## src/rtl/alu_mc.sv

```systemverilog
// alu_mc: parametrised ALU with registered result/flags and an iterative shift-add multiplier
module alu_mc #(
  parameter int WIDTH = 8
) (
  input  logic             clk_i,
  input  logic             rst_i,
  input  logic             start_i,
  input  logic [2:0]       op_i,
  input  logic [WIDTH-1:0] inputa_i,
  input  logic [WIDTH-1:0] inputb_i,
  output logic             busy_o,
  output logic             done_o,
  output logic [WIDTH-1:0] out_o,
  output logic             carry_o,
  output logic             zero_o
);
  localparam int SW = $clog2(WIDTH);
  typedef enum logic {IDLE, MUL} state_t;
  state_t state_q, state_d;
  logic [2*WIDTH-1:0] ma_q, ma_d, acc_q, acc_d;
  logic [WIDTH-1:0] mb_q, mb_d, out_q, out_d, res;
  logic [SW-1:0] cnt_q, cnt_d, sh;
  logic carry_q, carry_d, zero_q, zero_d, done_q, done_d, cy;
  logic [WIDTH:0] sum, shl, shr;
  always_comb begin
    sh = inputb_i[SW-1:0];
    sum = {1'b0, inputa_i} + {1'b0, inputb_i} + {{WIDTH{1'b0}}, (op_i == 3'd6) & carry_q};
    // the extra bit catches the last bit shifted out; a zero shift leaves it 0
    shl = {1'b0, inputa_i} << sh;
    shr = {inputa_i, 1'b0} >> sh;
    res = '0;
    cy = 1'b0;
    case (op_i)
      3'd0, 3'd6: {cy, res} = sum;
      3'd1: res = inputa_i ^ inputb_i;
      3'd2: {cy, res} = shl;
      3'd3: {res, cy} = shr;
      3'd4: res = {{(WIDTH-1){1'b0}}, |inputa_i};
      3'd5: res = {{(WIDTH-1){1'b0}}, ~|inputa_i};
      default: ;
    endcase
    state_d = state_q;
    ma_d = ma_q;
    mb_d = mb_q;
    acc_d = acc_q;
    cnt_d = cnt_q;
    out_d = out_q;
    carry_d = carry_q;
    done_d = 1'b0;
    if (state_q == IDLE) begin
      if (start_i && op_i == 3'd7) begin
        state_d = MUL;
        ma_d = {{WIDTH{1'b0}}, inputa_i};
        mb_d = inputb_i;
        acc_d = '0;
        cnt_d = '0;
      end else if (start_i) begin
        out_d = res;
        carry_d = cy;
        done_d = 1'b1;
      end
    end else begin
      acc_d = acc_q + (mb_q[0] ? ma_q : '0);
      ma_d = ma_q << 1;
      mb_d = mb_q >> 1;
      cnt_d = cnt_q + SW'(1);
      if (cnt_q == SW'(WIDTH - 1)) begin
        out_d = acc_d[WIDTH-1:0];
        carry_d = |acc_d[2*WIDTH-1:WIDTH];
        done_d = 1'b1;
        state_d = IDLE;
      end
    end
    zero_d = (out_d == '0);
  end
  always_ff @(posedge clk_i) begin
    if (rst_i) begin
      state_q <= IDLE;
      ma_q <= '0;
      mb_q <= '0;
      acc_q <= '0;
      cnt_q <= '0;
      out_q <= '0;
      carry_q <= 1'b0;
      zero_q <= 1'b1;
      done_q <= 1'b0;
    end else begin
      state_q <= state_d;
      ma_q <= ma_d;
      mb_q <= mb_d;
      acc_q <= acc_d;
      cnt_q <= cnt_d;
      out_q <= out_d;
      carry_q <= carry_d;
      zero_q <= zero_d;
      done_q <= done_d;
    end
  end
  assign busy_o = (state_q == MUL);
  assign done_o = done_q;
  assign out_o = out_q;
  assign carry_o = carry_q;
  assign zero_o = zero_q;
endmodule
```

## config.mk

```make
export PLATFORM = sky130hd
export DESIGN_NAME = alu_mc
export DESIGN_NICKNAME = d
export VERILOG_FILES = /design/src/rtl/alu_mc.sv
export SDC_FILE = /design/constraint.sdc
export NUM_CORES = 1
export LEC_CHECK = 0
export ABC_AREA = 0
export BUFFER_PORTS_ARGS = -buffer_cell sky130_fd_sc_hd__clkbuf_2
export CORE_MARGIN = 8
export CORE_UTILIZATION = 55
export DETAILED_ROUTE_END_ITERATION = 6
export GPL_ROUTABILITY_DRIVEN = 0
export PLACE_DENSITY = 0.73
export SLEW_MARGIN = 15
export SYNTH_ARGS = -nofsm -noshare
export SYNTH_HDL_FRONTEND = slang
export SYNTH_SLANG_ARGS = --single-unit
```

## constraint.sdc

```tcl
create_clock -name clk_i -period 3.4 [get_ports clk_i]
set_clock_uncertainty 0.1 [all_clocks]
set_input_delay 1.02 -clock clk_i [delete_from_list [all_inputs] [get_ports clk_i]]
set_output_delay 1.02 -clock clk_i [all_outputs]
set_load 0.05 [all_outputs]
```

# ---- After elaboration in Yosys (flattened, before gate mapping)
# Cells that the tools add are included.
dict set report word_totals {
  word_cells 66
  in_bits 22
  register_bits 55
  out_inout_bits 12
}
dict set report classes {
  shifts 2
  muxes 26
  eq_ne 10
  n_bitwise 2
  n_reduce_logical 11
  addsub 4
}
# op n
set ops {}
lappend ops {{$mux W16} 5}
lappend ops {{$pmux W8 S6} 1}
lappend ops {{$mux W8} 4}
lappend ops {{$add A16 B16 Y16} 1}
lappend ops {{$reduce_or A8 Y1} 2}
lappend ops {{$eq A3 B3 Y1 const B} 5}
lappend ops {{$mux W7} 2}
lappend ops {{$mux W1} 11}
lappend ops {{$add A8 B8 Y9} 1}
lappend ops {{$add A9 B1 Y9} 1}
lappend ops {{$shl A8 B3 Y9} 1}
lappend ops {{$shr A9 B3 Y9} 1}
lappend ops {{$logic_not A8 Y1} 1}
lappend ops {{$xor A8 B8 Y8} 1}
lappend ops {{$eq A3 B2 Y1 const B} 2}
lappend ops {{$mux W3} 2}
lappend ops {{$reduce_bool A2 Y1} 2}
lappend ops {{$reduce_or A2 Y1} 2}
lappend ops {{$add A3 B1 Y3 const B} 1}
lappend ops {{$eq A3 B1 Y1 const B} 1}
lappend ops {{$logic_not A3 Y1} 1}
lappend ops {{$pmux W1 S3} 1}
lappend ops {{$reduce_and A3 Y1} 1}
lappend ops {{$ne A2 B1 Y1 const B} 1}
lappend ops {{other kinds (4)} 4}

# ---- Longest topological paths before layout
dict set report depth {
  ltp_word 8
  mapped_depth 11
  depth_no_buf 11
}

# ---- Worst setup path before layout
# Ideal clock, no wire load.
dict set report synth_path {
  path_type {in2reg}
  from {in op_i[2]}
  to {reg carry_q (netlist: carry_o)}
  n_path_buf 1
  required_time_ns 3.241
  setup_time_ns 0.059
  cell_stages 11
  arrival_time_ns 3.406
  path_slack_ns -0.165
  cell_sequence {clkbuf_1 > nand3_1 > fa_1 > fa_1 > nand2b_1 > a21oi_1 > o21a_1 > o21ai_0 > a211o_1 > a311oi_1 > o31a_1}
}
dict set report synth_between {
  elab_chain_cells 7
  word_cells_on_any_way 15
  cone_classes {1 x add/sub; 5 x eq/ne; 4 x mux; 1 x bitwise; 4 x reduce/logical}
}
# item line
set synth_rtl {}
lappend synth_rtl {{start: declaration} 8} ;# input logic [2:0] op_i,
lappend synth_rtl {{$eq A3 B3 Y1} {27, 33}}
lappend synth_rtl {{$and A1 B1 Y1} 27} ;# sum = {1'b0, inputa_i} + {1'b0, inputb_i} + {{WIDTH{1'b0}}, (op_i == 3'd6) & carry_q};
lappend synth_rtl {{$add A9 B1 Y9} 27}
lappend synth_rtl {{$pmux W1 S3} 33} ;# case (op_i)
lappend synth_rtl {{$mux W1} 57} ;# end else if (start_i) begin
lappend synth_rtl {{$mux W1} 51} ;# if (start_i && op_i == 3'd7) begin
lappend synth_rtl {{$mux W1} 50} ;# if (state_q == IDLE) begin
lappend synth_rtl {{end signal: assignment} 94} ;# carry_q <= carry_d;
lappend synth_rtl {{end: declaration} 23} ;# logic carry_q, carry_d, zero_q, zero_d, done_q, done_d, cy;
# Parallel ways exist; a longest one is shown, timed or not. The select of a mux whose other input is x is not followed.
# A chain may end at the register's enable or synchronous reset.

# ---- Worst setup path in the final report
dict set report layout_path {
  from {in op_i[1]}
  to {reg zero_q (netlist: zero_o)}
}
dict set report layout_between {
  elab_chain_cells 8
  word_cells_on_any_way 17
  cone_classes {1 x add/sub; 7 x eq/ne; 4 x mux; 1 x bitwise; 4 x reduce/logical}
}
# item line
set layout_rtl {}
lappend layout_rtl {{$eq A3 B3 Y1} {27, 33}}
lappend layout_rtl {{$and A1 B1 Y1} 27}
lappend layout_rtl {{$add A9 B1 Y9} 27}
lappend layout_rtl {{$pmux W8 S6} 33}
lappend layout_rtl {{$mux W8} 57}
lappend layout_rtl {{$mux W8 *} 51}
lappend layout_rtl {{$mux W8 *} 50}
lappend layout_rtl {{$logic_not A8 Y1 *} 74} ;# zero_d = (out_d == '0);
lappend layout_rtl {{end signal: assignment} 95} ;# zero_q <= zero_d;
lappend layout_rtl {{end: declaration} 23}
# Every way passes the cells marked *; elsewhere a longest branch is shown, timed or not.

==> metrics list <==
- The flow ran to the end, and the final reports show no timing, DRC or antenna violations.
* Total of hold buffers inserted after clock tree synthesis: 0
- Layout cells sized above 1: 0.148
- Cell types with the largest area share after synthesis: sky130_fd_sc_hd__dfxtp_1 25%, sky130_fd_sc_hd__nor2_1 8.2%, sky130_fd_sc_hd__ha_1 7.5%
* # DRC: 0
- Measured against its own limit, the worst slew margin works out to 0.486.
- Drt pass-1 iters: 5
- Pin count of the biggest net entering global routing: 56
- Nature of the critical path endpoint: flip-flop
- Wire length of the first global-routing pass: about 20 mm
- Final setup vio count: 0
- Floorplan die area: about 11000 µm²
- In this run, CTS created clock tree buffers numbering 5.
- Number of enable-type register cells in the synthesized netlist: 0
* Vias in the first global route: 3978
* Final slew viol count: 0
- Horizontal extent of the die: 105 µm
* Yosys warns: 0
- Power Total: approximately 1400 µW
* Share of the synthesized area in the top cell type: 0.254
- Share of synthesized registers carrying an async set or reset: 0
- Pin placement for this block handled 34 I/O pins.
- Y dimension of the die: around 100 µm
- STA classifies the critical path startpoint as an input pin.
- Via-per-instance ratio: 6.22
* Mean area per synthesized cell: between 7 and 8 µm²
- Overall overflow remaining after global route: 0
* Core region area: about 7700 µm²
- Summed over all instances, the cell type with the most area after synthesis is sky130_fd_sc_hd__dfxtp_1.
- The area growth from synthesis to layout is 10.6%.
- For this configuration, the core starts out at a cell density of 0.563.
- Max rail drop VDD: 212 µV
* CP max FO: 2
- Main synth FF type: sky130_fd_sc_hd__dfxtp_1
* Total vias in the final route: 4278
- Nets in the synthesized netlist: 608
- Synthesis produced a netlist whose cell count is 557.
- ANT cells: 0
- Placed insts: 680
- The wire-length estimate of the detail-placed layout is about 8.9 mm.
- During placement, the flow inserted port buffers numbering 33.
* Fill cells: around 710
- The worst hold path belongs to the class reg -> reg.
* Non-filler instance count after layout: 688
- Data on the critical path arrives at its endpoint at ~3.4 ns.
* Max capacitance violation total: 0
* Antenna violations before repair: 0
- Unrepaired setup endpoints after global routing: false
- Clock latency on the worst-skew pair, taken at its later pin, is ~0.32 ns.
* Areal power density over the cells: 298 nW/µm²
- For the pin with the worst max-slew slack, the measured transition is 0.769 ns.
- The count of endpoints failing hold in the final timing report came to 0.
- Avg WL per Cell: roughly 17 µm
- Clock tree synthesis selected as its root buffer the cell sky130_fd_sc_hd__clkbuf_8.
- For the worst setup path, the data required time is ~3.6 ns.
- For this design the static power due to leakage is 0.00217 µW.
- FP Rows: 32
* Min Clock Period, post-route: 3.21 ns
- Number of clock sinks: 55
* Fraction of the cycle the final worst path needs: 0.945
* Total standard cell area after synthesis: 4330 µm²
* Maximum clock frequency: 311 MHz
- DRC marker count from the first detailed-route iteration: 314
- Clock Pin Slew Worst Setup and Hold Paths: 0.11 ns
- Overall Global Routing Usage: 0.212
- Of the synthesized area, sequential elements account for 0.254.
- Counting flops and latches in the post-synthesis netlist gives 55.
- Number of nets in the final layout: 636
- The critical path is of the in -> reg type.
* Cell Area, Placed: 4670 µm²
* Number of antenna-violating nets in the routed design: 0
* Final instance area: roughly 4800 µm²
* CTS tree: yes
* CTS H-tree depth: 2
* Maximum clock insertion buffer count: 2
- The routed design has 11.8 mm of wire.
- Distinct cell type count after synthesis: 64
-- kinds of logic after synthesis --
family | share of synthesized area
compound gates | 0.229
xor+xnor | 0.0223
fa+ha+maj | 0.0890
buf+inv | 0.0486
flops | 0.254
mux | 0.110
simple gates | 0.247
-- placed cells by master, fill, tap and decap left out, drive strengths merged, types with 4 or more instances in the layout --
master	n
nor2	95
a21oi	56
dfxtp	55
clkbuf	38
mux2i	32
ha	26
o21ai	26
and3	23
nand2	23
buf	21
and2	20
inv	19
nor3	11
a211oi	10
xnor2	9
nor2b	9
nand3	9
mux2	8
nor4	7
nand2b	6
a21o	6
o21a	5
a22oi	5
nand4	4
a31oi	4
a2111oi	4
a221oi	4
-- critical path, stage by stage --
cell and delay [ns]:
sky130_fd_sc_hd__clkbuf_2 0.08, sky130_fd_sc_hd__nor2b_2 0.17, sky130_fd_sc_hd__nand3_2 0.10, sky130_fd_sc_hd__fa_2 0.41
sky130_fd_sc_hd__fa_2 0.35, sky130_fd_sc_hd__nand2b_1 0.19, sky130_fd_sc_hd__a21oi_2 0.18, sky130_fd_sc_hd__nor2_1 0.07
sky130_fd_sc_hd__a221oi_2 0.25, sky130_fd_sc_hd__o22ai_1 0.14, sky130_fd_sc_hd__nor4_1 0.24, sky130_fd_sc_hd__a41o_1 0.19
-- metrics by stage --
| stage | utilization | setup slack, ns | hold slack [ns] | TNS (ns) |
|---|---|---|---|---|
| floorplan | - | 0.0164 | 0.354 | 0 |
| global placement | 0.607 | -0.170 | 0.364 | -0.285 |
| detailed placement | 0.607 | -0.199 | 0.380 | -0.434 |
| CTS | 0.620 | 0.132 | 0.404 | 0 |
| global route | 0.623 | 0.0139 | 0.417 | 0 |
| finish | 0.623 | 0.186 | 0.396 | 0 |
-- per-layer routing --
layer	track usage	up-vias	wire (µm)
met5	0	-	0
met4	0.0642	0	210
met3	0.0510	19	1030
met2	0.332	179	5260
met1	0.283	1994	5310
li1	-	2086	-
-- cell type report --
type	count	area, µm²	area share
clock buffer	5	68.8	0.0144
tap	102	128	0.0267
timing repair buffer	54	335	0.0701
inverter	18	67.6	0.0141
sequential	55	1100	0.230
multi-input combinational	451	3050	0.637
clock inverter	3	33.8	0.00706
-- Yosys cell counts (all sizes together) (8+ instances only) --
cell type  count
nand2         23
nor2          95
nor2b          9
a211oi        10
and2          20
mux2i         32
clkbuf        27
xnor2          9
dfxtp         55
nor3          11
nand3          9
a21oi         56
o21ai         26
and3          23
inv           17
mux2           8
ha            26
-- flip-flops by register name, indices dropped and copies added (netlist names) --
signal   flops
out_o        8
mb_q         8
acc_q       16
cnt_q        3
ma_q        16
done_o       1
zero_o       1
busy_o       1
carry_o      1
-- where the power goes --
group	internal [µW]	switching (µW)
clock network	157	244
logic	128	219
registers	661	17.2
total	947	481
-- timing repair --
item,in CTS,in global routing
resized for setup,0,4
setup endpoints to repair,0,2
buffers inserted,0,0
-- worst paths after layout --
kind	end	cells after the start	slack [ns]	start
worst max register to register	carry_o$_SDFFE_PP0P_	10	0.21	mb_q[0]$_SDFFE_PP0P_
worst min register to register	mb_q[4]$_SDFFE_PP0P_	2	0.40	mb_q[5]$_SDFFE_PP0P_
worst min-delay path	mb_q[4]$_SDFFE_PP0P_	2	0.40	mb_q[5]$_SDFFE_PP0P_
worst max-delay path	zero_o$_SDFF_PP1_	12	0.19	op_i[1]
Note: power is estimated with default switching activity, not from simulation.
